### src/rtl/types_pkg.sv
// Shared flit types for the router/packetizer/depacketizer family.
package types;

    localparam int MAX_LEN    = 63;
    localparam int SEQ_WIDTH  = $clog2(MAX_LEN + 1);
    localparam int FLIT_WIDTH = 64;

    typedef logic [7:0] node_id_t;

    typedef enum logic [1:0] {
        NOPE = 2'd0,
        HEAD = 2'd1,
        BODY = 2'd2,
        TAIL = 2'd3
    } flit_type_t;

    typedef struct packed {
        flit_type_t            ftype;
        node_id_t              src;
        node_id_t              dst;
        logic [SEQ_WIDTH-1:0]  seq;
        logic [31:0]           payload;
        logic [7:0]            checksum;
    } flit_t;

    // XOR of the four payload bytes; used by every endpoint that checks flits.
    function automatic logic [7:0] calc_checksum(input logic [31:0] payload);
        return payload[31:24] ^ payload[23:16] ^ payload[15:8] ^ payload[7:0];
    endfunction

    // Assemble a complete flit, filling in the checksum.
    function automatic flit_t make_flit(input flit_type_t ftype, input node_id_t src,
                                        input node_id_t dst, input logic [SEQ_WIDTH-1:0] seq,
                                        input logic [31:0] payload);
        flit_t f;
        f.ftype    = ftype;
        f.src      = src;
        f.dst      = dst;
        f.seq      = seq;
        f.payload  = payload;
        f.checksum = calc_checksum(payload);
        return f;
    endfunction

endpackage

### src/rtl/flit_packetizer_if.sv
// CPU request/data channels and the router-facing flit link of the packetizer.
interface flit_packetizer_if;
    import types::*;

    node_id_t                node_id;
    logic                    cpu_req_valid;
    logic                    cpu_req_ready;
    node_id_t                cpu_req_dst;
    logic [SEQ_WIDTH-1:0]    cpu_req_len;
    logic                    cpu_data_valid;
    logic                    cpu_data_ready;
    logic [31:0]             cpu_data;
    flit_t                   flit_out;
    logic                    flit_out_valid;
    logic                    flit_out_ready;
    logic [FLIT_WIDTH-1:0]   head_flit_out;
    logic                    err_len_zero;
    logic                    busy;

    // Packetizer side.
    modport slave (
        input  node_id, cpu_req_valid, cpu_req_dst, cpu_req_len,
               cpu_data_valid, cpu_data, flit_out_ready,
        output cpu_req_ready, cpu_data_ready, flit_out, flit_out_valid,
               head_flit_out, err_len_zero, busy
    );

    // CPU + router side.
    modport master (
        output node_id, cpu_req_valid, cpu_req_dst, cpu_req_len,
               cpu_data_valid, cpu_data, flit_out_ready,
        input  cpu_req_ready, cpu_data_ready, flit_out, flit_out_valid,
               head_flit_out, err_len_zero, busy
    );

endinterface

### src/rtl/flit_packetizer.sv
// Turns one (dst, len) request plus len payload words into HEAD, BODY..., TAIL flits.
module flit_packetizer
    import types::*;
(
    input  logic               nocclk,
    input  logic               rst,
    flit_packetizer_if.slave   bus
);

    typedef enum logic [1:0] {S_IDLE, S_HEAD, S_BODY} state_t;

    state_t                state;
    flit_t                 out_q;
    flit_t                 head_q;
    logic                  out_vld;
    node_id_t              dst_q;
    logic [SEQ_WIDTH-1:0]  len_q;
    logic [SEQ_WIDTH-1:0]  seq_q;      // seq of the last flit loaded into out_q
    logic [SEQ_WIDTH-1:0]  seq_nxt;
    logic [7:0]            pkt_id;
    logic                  err_q;
    logic                  req_rdy;
    logic                  data_rdy;
    logic                  data_fire;
    logic                  out_fire;

    // Handshake qualifiers; the output register can refill in the cycle it drains.
    always_comb begin
        req_rdy   = (state == S_IDLE) && !rst;
        data_rdy  = (state != S_IDLE) && !rst && (seq_q != len_q) &&
                    (!out_vld || bus.flit_out_ready);
        data_fire = data_rdy && bus.cpu_data_valid;
        out_fire  = out_vld && bus.flit_out_ready;
        seq_nxt   = seq_q + 1'b1;
    end

    // Packet FSM with the inline output register.
    always_ff @(posedge nocclk) begin
        if (rst) begin
            state   <= S_IDLE;
            out_q   <= '0;
            head_q  <= '0;
            out_vld <= 1'b0;
            dst_q   <= '0;
            len_q   <= '0;
            seq_q   <= '0;
            pkt_id  <= '0;
            err_q   <= 1'b0;
        end else begin
            err_q <= 1'b0;
            case (state)
                S_IDLE: begin
                    if (bus.cpu_req_valid) begin
                        if (bus.cpu_req_len == '0) begin
                            err_q <= 1'b1;
                        end else begin
                            out_q   <= make_flit(HEAD, bus.node_id, bus.cpu_req_dst, '0,
                                                 {pkt_id, bus.cpu_req_len, 18'b0});
                            head_q  <= make_flit(HEAD, bus.node_id, bus.cpu_req_dst, '0,
                                                 {pkt_id, bus.cpu_req_len, 18'b0});
                            out_vld <= 1'b1;
                            dst_q   <= bus.cpu_req_dst;
                            len_q   <= bus.cpu_req_len;
                            seq_q   <= '0;
                            state   <= S_HEAD;
                        end
                    end
                end
                S_HEAD, S_BODY: begin
                    if (data_fire) begin
                        out_q   <= make_flit((seq_nxt == len_q) ? TAIL : BODY,
                                             bus.node_id, dst_q, seq_nxt, bus.cpu_data);
                        out_vld <= 1'b1;
                        seq_q   <= seq_nxt;
                    end else if (out_fire) begin
                        out_vld <= 1'b0;
                    end
                    if (state == S_HEAD && out_fire)
                        state <= S_BODY;
                    if (state == S_BODY && out_fire && out_q.ftype == TAIL) begin
                        pkt_id <= pkt_id + 8'd1;
                        state  <= S_IDLE;
                    end
                end
                default: state <= S_IDLE;
            endcase
        end
    end

    assign bus.cpu_req_ready  = req_rdy;
    assign bus.cpu_data_ready = data_rdy;
    assign bus.flit_out       = out_q;
    assign bus.flit_out_valid = out_vld;
    assign bus.head_flit_out  = head_q;
    assign bus.err_len_zero   = err_q;
    assign bus.busy           = (state != S_IDLE);

endmodule

### src/flat_wrapper.sv
// flat-port wrapper written by rule: the top's interface ports become plain ports
module flit_packetizer_flat import types::*;
  (nocclk, rst, bus_node_id, bus_cpu_req_valid, bus_cpu_req_dst, bus_cpu_req_len, bus_cpu_data_valid, bus_cpu_data, bus_flit_out_ready, bus_cpu_req_ready, bus_cpu_data_ready, bus_flit_out, bus_flit_out_valid, bus_head_flit_out, bus_err_len_zero, bus_busy);
  flit_packetizer_if bus_i ();
  input  logic nocclk;
  input  logic rst;
  input wire logic [$bits(bus_i.node_id)-1:0] bus_node_id;
  input wire logic [$bits(bus_i.cpu_req_valid)-1:0] bus_cpu_req_valid;
  input wire logic [$bits(bus_i.cpu_req_dst)-1:0] bus_cpu_req_dst;
  input wire logic [$bits(bus_i.cpu_req_len)-1:0] bus_cpu_req_len;
  input wire logic [$bits(bus_i.cpu_data_valid)-1:0] bus_cpu_data_valid;
  input wire logic [$bits(bus_i.cpu_data)-1:0] bus_cpu_data;
  input wire logic [$bits(bus_i.flit_out_ready)-1:0] bus_flit_out_ready;
  output wire logic [$bits(bus_i.cpu_req_ready)-1:0] bus_cpu_req_ready;
  output wire logic [$bits(bus_i.cpu_data_ready)-1:0] bus_cpu_data_ready;
  output wire logic [$bits(bus_i.flit_out)-1:0] bus_flit_out;
  output wire logic [$bits(bus_i.flit_out_valid)-1:0] bus_flit_out_valid;
  output wire logic [$bits(bus_i.head_flit_out)-1:0] bus_head_flit_out;
  output wire logic [$bits(bus_i.err_len_zero)-1:0] bus_err_len_zero;
  output wire logic [$bits(bus_i.busy)-1:0] bus_busy;
  assign bus_i.node_id = bus_node_id;
  assign bus_i.cpu_req_valid = bus_cpu_req_valid;
  assign bus_i.cpu_req_dst = bus_cpu_req_dst;
  assign bus_i.cpu_req_len = bus_cpu_req_len;
  assign bus_i.cpu_data_valid = bus_cpu_data_valid;
  assign bus_i.cpu_data = bus_cpu_data;
  assign bus_i.flit_out_ready = bus_flit_out_ready;
  assign bus_cpu_req_ready = bus_i.cpu_req_ready;
  assign bus_cpu_data_ready = bus_i.cpu_data_ready;
  assign bus_flit_out = bus_i.flit_out;
  assign bus_flit_out_valid = bus_i.flit_out_valid;
  assign bus_head_flit_out = bus_i.head_flit_out;
  assign bus_err_len_zero = bus_i.err_len_zero;
  assign bus_busy = bus_i.busy;
  flit_packetizer u_core (.nocclk(nocclk), .rst(rst), .bus(bus_i));
endmodule
### config.mk
export PLATFORM = sky130hd
export DESIGN_NAME = flit_packetizer_flat
export DESIGN_NICKNAME = d
export VERILOG_FILES = /design/src/rtl/types_pkg.sv /design/src/rtl/flit_packetizer_if.sv /design/src/rtl/flit_packetizer.sv /design/src/flat_wrapper.sv
export SDC_FILE = /design/constraint.sdc
export NUM_CORES = 1
export LEC_CHECK = 0
export CAP_MARGIN = 20
export CORE_ASPECT_RATIO = 1.4
export CORE_UTILIZATION = 50
export CTS_BUF_LIST = sky130_fd_sc_hd__clkbuf_4 sky130_fd_sc_hd__clkbuf_8
export DETAILED_ROUTE_END_ITERATION = 10
export GPL_TIMING_DRIVEN = 0
export PLACE_DENSITY = 0.88
export SLEW_MARGIN = 0
export SYNTH_ARGS = -nofsm -noshare
export SYNTH_HDL_FRONTEND = slang
export SYNTH_SLANG_ARGS = --single-unit
### constraint.sdc
create_clock -name nocclk -period 4.3 [get_ports nocclk]
set_clock_uncertainty 0.15 [all_clocks]
set_input_delay 1.075 -clock nocclk [delete_from_list [all_inputs] [get_ports nocclk]]
set_output_delay 1.075 -clock nocclk [all_outputs]
set_load 0.01 [all_outputs]
==> impl_results.md, run 1 <==
- Outcome: finished, final reports clean
- Metal-1 WL: 6.859 mm
- DRT iter0 DRCs: 447
- Met2 wire length: 9.435 mm
- Final Max Slew Viols: 0
- Initial antenna violation count: 0
- Ys flop type: dfxtp_1
- Yosys Warn Count: 0
- Storage cell area: 2262 um2
- H-tree levels: 4
- IO Count: 192
- Startpoint Class: flop
- DIE HEIGHT: 125.0 um
- Share of cells above drive strength 1: 11.08%
- Setup crit end kind: output port
- PortBufs: 165
- Yosys top cell by area: dfxtp_1
- Post-synth cell types: 49
- Cts hold-fix bufs: 0
- Area Overhead vs Synth: 43.51%
- Hold Crit Class: flop to flop
- Post-CTS Resized: 0
- Crit Path Max Fanout: 10
- Vias in the first global route: 5,558
- Final wirelength: 18.87 mm
- Clk_lat worst skew: 430 ps
- Gp weighted congestion: 0.9013
- Final nets: 899
- Mean area per synthesized cell: 8.619 um2
- Hold violation count in the final report: 0
- DP HPWL: 13.91 mm
- Asr flop ratio synth: 0%
- Leak: 0.002810 uW
- CTS tree: yes
- Worst r2r path cells: 7
- Total power draw: 5604 uW
- CORE AREA: 10,460 um2
- Pre-antenna DRT Iters: 6
- Crit-path slowest cell: clkdlybuf4s50_1
- Tmin final: 4084 ps
- EDFF count, synth: 0
- Root buffer cell: clkbuf_8
- Clock Path Buffers: 2
- Max-cap viol count: 0
- Crit path largest cell delay: 540 ps
- Via/cell ratio: 5.763
- Final setup TNS: 0 ps
- Synth area leaders: dfxtp_1 (42%), a21oi_1 (8.8%), xnor2_1 (5.7%)
- Global-route wire length before repair: 28.96 mm
- Final period utilization: 94.98%
- CTS Sinks: 113
- Worst Min Path Start: u_core.bus.head_flit_out[59]
- Syn Std Cell Area: 5404 um2
- Vias: 5,682
- Critical Path AT: 2860 ps
- Gr usage total: 33.03%
- Gr ovfl total: 0
- CP required: 3070 ps
- Hold EP: u_core.bus.head_flit_out[59]
- RSZ-0062 raised after global routing: no
- PwrDens: 722.6 nW/um2
- Slew headroom: 46.17%
- Worst vdd ir: 454.6 uV
- R2R Setup Slk: 1690 ps
- Yosys top cell area share: 41.86%
- Worst-Margin Slew: 807.4 ps
- Initial cell density of the core: 51.66%
- WL/cell: 19.14 um
- Antenna diode count: 0
- Largest net degree at the start of global routing: 17
- R2r endpoint: u_core.bus.flit_out[18]
- Post-CTS setup buffer count: 0
- Register area share after synthesis: 41.86%
- WL met3: 1.558 mm
- Drt drc: 0
- Worst Setup SP: u_core.seq_q[3]
- Yosys reg bits: 113
- Kind of critical path: flop to output port
- DIE WIDTH: 89.86 um
- Fmax: 244.8 MHz
- Site row count: 44
- Clk slew on worst S/H paths: 70 ps
- Fillers: 759
- Uppermost layer routed: met4
- CTS Buf Count: 17
- Synth Instances: 627
- Die area: 11,230 um2
- Antenna violation net count after detailed routing: 0
- Hold Crit Depth: 2
- Setup violators final: 0
- Area of the multi-input gates: 2765 um2
- CP Cell Sequence: xor2_1 > nor2b_1 > nand2_1 > clkbuf_1 > and3_1 > clkdlybuf4s50_1
- FF-to-FF Start: u_core.state[1]
[layout make-up]
cell class	instances	share of cell area, %
Tap cell	138	2.227
Inverter	4	0.1936
Clock inverter	14	2.436
Buffer	80	5.824
Multi-Input combinational cell	454	35.66
Timing Repair Buffer	165	21.30
Clock buffer	18	3.195
Sequential cell	113	29.17
[stage by stage]
| stage | setup slack (ps) | hold slack, ps | cells | utilization [%] | area (um2) |
|---|---|---|---|---|---|
| 2_1_floorplan | 1204 | 330.3 | 651 | - | 5494 |
| 3_3_place_gp | 361.7 | 296.0 | 954 | 69.96 | 7318 |
| 3_5_place_dp | 367.6 | 298.0 | 954 | 69.96 | 7318 |
| 4_1_cts | 288.5 | 307.9 | 986 | 74.14 | 7755 |
| 5_1_grt | 137.5 | 326.9 | 986 | 74.14 | 7755 |
| 6_report | 215.8 | 307.1 | 986 | 74.14 | 7755 |
[routing by layer]
layer	vias up	track usage, %
met5	-	0
met3	91	8.333
li1	2579	-
met2	351	58.33
met4	0	19.26
met1	2661	35.61
[state kept, by name, summed over array words and instances, names as in the netlist]
| signal | flops |
|---|---|
| u_core.bus.flit_out_valid | 1 |
| u_core.len_q | 5 |
| u_core.pkt_id | 8 |
| u_core.bus.head_flit_out | 32 |
| u_core.state | 2 |
| u_core.seq_q | 6 |
| u_core.bus.flit_out | 58 |
| u_core.bus.err_len_zero | 1 |
[how the worst max path moves through the flow]
stage	cells after the start	slack, ps	end
final	6	220	bus_cpu_data_ready
after global routing	6	140	bus_cpu_data_ready
after CTS	6	290	bus_cpu_data_ready
after detailed placement	5	370	bus_cpu_req_ready
after global placement	5	360	bus_cpu_req_ready
after floorplan	4	1200	bus_cpu_req_ready
[synth_stat cells (3+ instances only)]
cell       count
dfxtp_1      113
a21oi_1       95
nand2_1       70
o21ai_0       43
xnor2_1       35
clkbuf_1      29
mux2i_1       29
buf_4         28
a211oi_1      27
nand4_1       24
nand3_1       23
nor2_1        21
buf_2         13
xor2_1        10
clkbuf_2       6
ha_1           5
nor2b_1        5
inv_1          4
a31oi_1        3
and3_1         3
buf_6          3
nor3_1         3
o2111ai_1      3
[worst max-delay path: cells and delay by family, from the launching register on]
| family | cells | cell delay [ps] |
|---|---|---|
| buffers and inverters | 2 | 1010 |
| xor gates and xnor gates | 1 | 260 |
| DFF | 1 | 530 |
| and+or+nand+nor | 3 | 630 |
[placed cells by master, fill, tap and decap left out, drive strengths merged, types with 5 or more instances in the layout]
master / n
a211oi: 30
ha: 5
nor2b: 5
xor2: 10
nand2: 71
xnor2: 35
conb: 25
mux2i: 29
buf: 45
clkbuf: 53
nand4: 24
dfxtp: 113
o21ai: 44
clkinvlp: 6
clkdlybuf4s50: 165
nor2: 22
a21oi: 96
nand3: 23
[cell families (layout without fill, tap and decap cells)]
family          count (synthesis)  in the layout  share of synthesized area, %
fa+ha+maj                       5              5                         1.158
compound gates                186            186                         20.42
simple gates                  163            163                         14.77
xor+xnor                       46             46                         7.710
flops                         113            113                         41.86
other cells                     1             25                       0.06939
mux                            29             29                         5.372
buf+inv                        84            281                         8.636
[report_power, final]
group          internal [uW]  switching, uW  total (uW)
Combinational           1220           1820        3030
Clock                    643            467        1110
Sequential              1290            166        1460
Power figures use the tool's default switching activity.
==> run 2, diff against run 1 <==
--- a/config.mk
+++ b/config.mk
@@ -6,7 +6,8 @@
 export NUM_CORES = 1
 export LEC_CHECK = 0
+export ABC_AREA = 1
 export CAP_MARGIN = 20
 export CORE_ASPECT_RATIO = 1.4
-export CORE_UTILIZATION = 50
+export CORE_UTILIZATION = 51
 export CTS_BUF_LIST = sky130_fd_sc_hd__clkbuf_4 sky130_fd_sc_hd__clkbuf_8
 export DETAILED_ROUTE_END_ITERATION = 10
--- a/constraint.sdc
+++ b/constraint.sdc
@@ -3,3 +3,3 @@
 set_input_delay 1.075 -clock nocclk [delete_from_list [all_inputs] [get_ports nocclk]]
 set_output_delay 1.075 -clock nocclk [all_outputs]
-set_load 0.01 [all_outputs]
+set_load 0.1 [all_outputs]
==> run 2 against run 1 <==
Net effect: via count rose by 3.6%; global-route usage fell by 2.5 points; setup slack got worse by 92 ps; die area rose by 2.3%.
==> impl_results.md, run 2 <==
- Outcome: finished, final reports clean
- Hold violation count in the final report: 0
- Hold Crit Class: flop to flop
- RSZ-0062 raised after global routing: no
- Crit Path Max Fanout: 3
- Cell with the most instances after synthesis: nand2_1
- Kind of critical path: primary input to output port
- CTS tree: yes
- Share of cells above drive strength 1: 10.81%
- Yosys top cell area share: 40.09%
- Pre-antenna DRT Iters: 5
- Synth Instances: 778
- DIE WIDTH: 90.90 um
- PortBufs: 165
- Vias in the first global route: 5,585
- CP required: 3070 ps
- Family with the most delay on the worst path: buffers and inverters
- EDFF count, synth: 0
- Asr flop ratio synth: 0%
- Initial antenna violation count: 0
- Startpoint Class: primary input
- Final core utilization: 73.46%
- Max FFs per register: 58
- Worst Min Path Start: u_core.bus.flit_out[11]
- Cts hold-fix bufs: 0
- Setup crit end kind: output port
- Gr ovfl total: 0
- Synth Area in Simple Gates: 24.94%
- Clk slew on worst S/H paths: 70 ps
- Most frequent cells in the layout: clkdlybuf4s50_1 (164), nand2_1 (146), dfxtp_1 (113), a21oi_1 (103), nor2_1 (98)
- FF-to-FF Start: u_core.state[0]
- Root buffer cell: clkbuf_8
- Global-route wire length before repair: 27.36 mm
- Final Max Slew Viols: 0
- Synth Area in Adders: 1.109%
- Storage cell area: 2262 um2
- R2r endpoint: u_core.bus.flit_out[49]
- Post-synth cell types: 29
- Mux cell area share after synthesis: 2.483%
- Gp weighted congestion: 0.9178
- Gr usage total: 30.50%
- Antenna diode count: 0
- Die area: 11,500 um2
- Final period utilization: 97.11%
- Crit-path slowest cell: dlygate4sd2_1
- Register area share after synthesis: 40.09%
- Drt drc: 0
- Syn Std Cell Area: 5643 um2
- DIE HEIGHT: 126.5 um
- Fillers: 865
- Area Overhead vs Synth: 40.73%
- Max-cap viol count: 0
- Yosys Warn Count: 0
- H-tree levels: 4
- Min setup slack post-route: 124.3 ps
- GR Layer Usage met3: 6.415%
- Yosys reg bits: 113
- WL/cell: 15.06 um
- Clk_lat worst skew: 450 ps
- GR Util met1: 34.69%
- Site row count: 45
- Crit path top cell by count: inv_1
- CP bufs+invs: 4
- CORE AREA: 10,810 um2
- Critical Path AT: 2950 ps
- Largest net degree at the start of global routing: 17
- Area of the multi-input gates: 2784 um2
- Vias: 5,887
- Tmin final: 4176 ps
- Worst-Margin Slew: 1047 ps
- Slew headroom: 30.01%
- Ys flop type: dfxtp_1
- Hold Crit Depth: 2
- Synth top cells by count: nand2_1 (146), dfxtp_1 (113), a21oi_1 (103)
- Commonest non-fill, non-tap cell in the layout: clkdlybuf4s50_1
- XOR/XNOR share of the synthesized area: 5.898%
- DP Worst Slack: -161.9 ps
- GRT busiest layer: met2
- Via/cell ratio: 5.164
- Combinational family with the most area after synthesis: simple AND/OR/NAND/NOR gates
- CTS Buf Count: 17
- Setup violators final: 0
- Hold WS: 313.2 ps
- CTS Sinks: 113
- Compound-gate portion of the synthesized area: 13.24%
- Initial cell density of the core: 52.20%
- Synth area leaders: dfxtp_1 (40%), nand2_1 (9.7%), a21oi_1 (9.1%)
- CP Cell Sequence: clkdlybuf4s50_1 > inv_1 > a211oi_2 > nand2_1 > inv_1 > dlygate4sd2_1
- GR Layer Usage met2: 50.80%
- DRT iter0 DRCs: 341
- IO Count: 192
- Hold EP: u_core.bus.flit_out[11]
- Worst r2r path cells: 8
- Crit path largest cell delay: 840 ps
- R2R Setup Slk: 2080 ps
- Final nets: 1,050
- Final wirelength: 17.16 mm
- DP HPWL: 12.83 mm
- Yosys top cell by area: dfxtp_1
- Clock Path Buffers: 2
- Antenna violation net count after detailed routing: 0
- Fmax: 239.5 MHz
- Mean area per synthesized cell: 7.253 um2
run 2: cell types whose count changed in the layout (fill, tap and decap cells not counted), sizes merged, moves of 15 or more:
cell    previous run  this run
clkbuf            53        36
inv                4        56
mux2i             29        14
nand4             24         3
nand2             71       148
a211oi            30         3
nand3             23        71
nor2              22        99
run 2: layer usage:
metal  wire (um)  up-vias
li1            -     2877
met1        6576     2656
met2        8317      285
met3        1231       69
met4        1039        0
met5           0        -
run 2: final cells by class:
| type | count | share of cell area, % |
|---|---|---|
| flip-flops and latches | 113 | 28.49 |
| repair buffers | 165 | 20.78 |
| well taps | 141 | 2.222 |
| multi-input cells | 556 | 35.06 |
| inverters | 57 | 2.694 |
| plain buffers | 76 | 5.956 |
| clock inverters | 14 | 1.686 |
| clock buffers | 18 | 3.120 |
run 2: how the worst max path moves through the flow:
stage / from / slack [ps] / depth (start not counted) / to
final: bus_flit_out_ready / 120 / 6 / bus_cpu_data_ready
after global routing: bus_flit_out_ready / 10 / 6 / bus_cpu_data_ready
after CTS: bus_flit_out_ready / 110 / 6 / bus_cpu_data_ready
after detailed placement: bus_flit_out_ready / -160 / 6 / bus_cpu_data_ready
after global placement: bus_flit_out_ready / -150 / 6 / bus_cpu_data_ready
after floorplan: rst / 360 / 3 / bus_cpu_req_ready
run 2: tightest hold or removal path, cell delays in order (launching register included):
cell and delay, ps:
dfxtp_1 310, nand2_1 60, a21oi_1 50
run 2: cells by family after synthesis:
| logic type | Yosys count |
|---|---|
| AND/OR/NAND/NOR | 328 |
| AO/OA/AOI/OAI | 146 |
| buffers and inverters | 133 |
| flip-flops | 113 |
| XOR/XNOR | 38 |
| multiplexers | 14 |
| adder cells (fa/ha/maj) | 5 |
| other | 1 |
run 2: stage by stage:
| stage | instances | cell area [um2] | setup TNS (ps) |
|---|---|---|---|
| after CTS | 1140 | 7941 | 0 |
| after floorplan | 802 | 5733 | 0 |
| after global routing | 1140 | 7941 | 0 |
| after global placement | 1108 | 7561 | -151.7 |
| after detailed placement | 1108 | 7561 | -161.9 |
| final | 1140 | 7941 | 0 |
run 2: timing repair:
| item | CTS | global route |
|---|---|---|
| endpoints found under the setup margin | 1 | 0 |
| gates resized for setup | 1 | 0 |
| buffers inserted | 0 | 0 |
Power of run 2 is left out: the tool's default activity adds up to more than one toggle a clock period on the data nets, which glitch-free logic cannot reach.
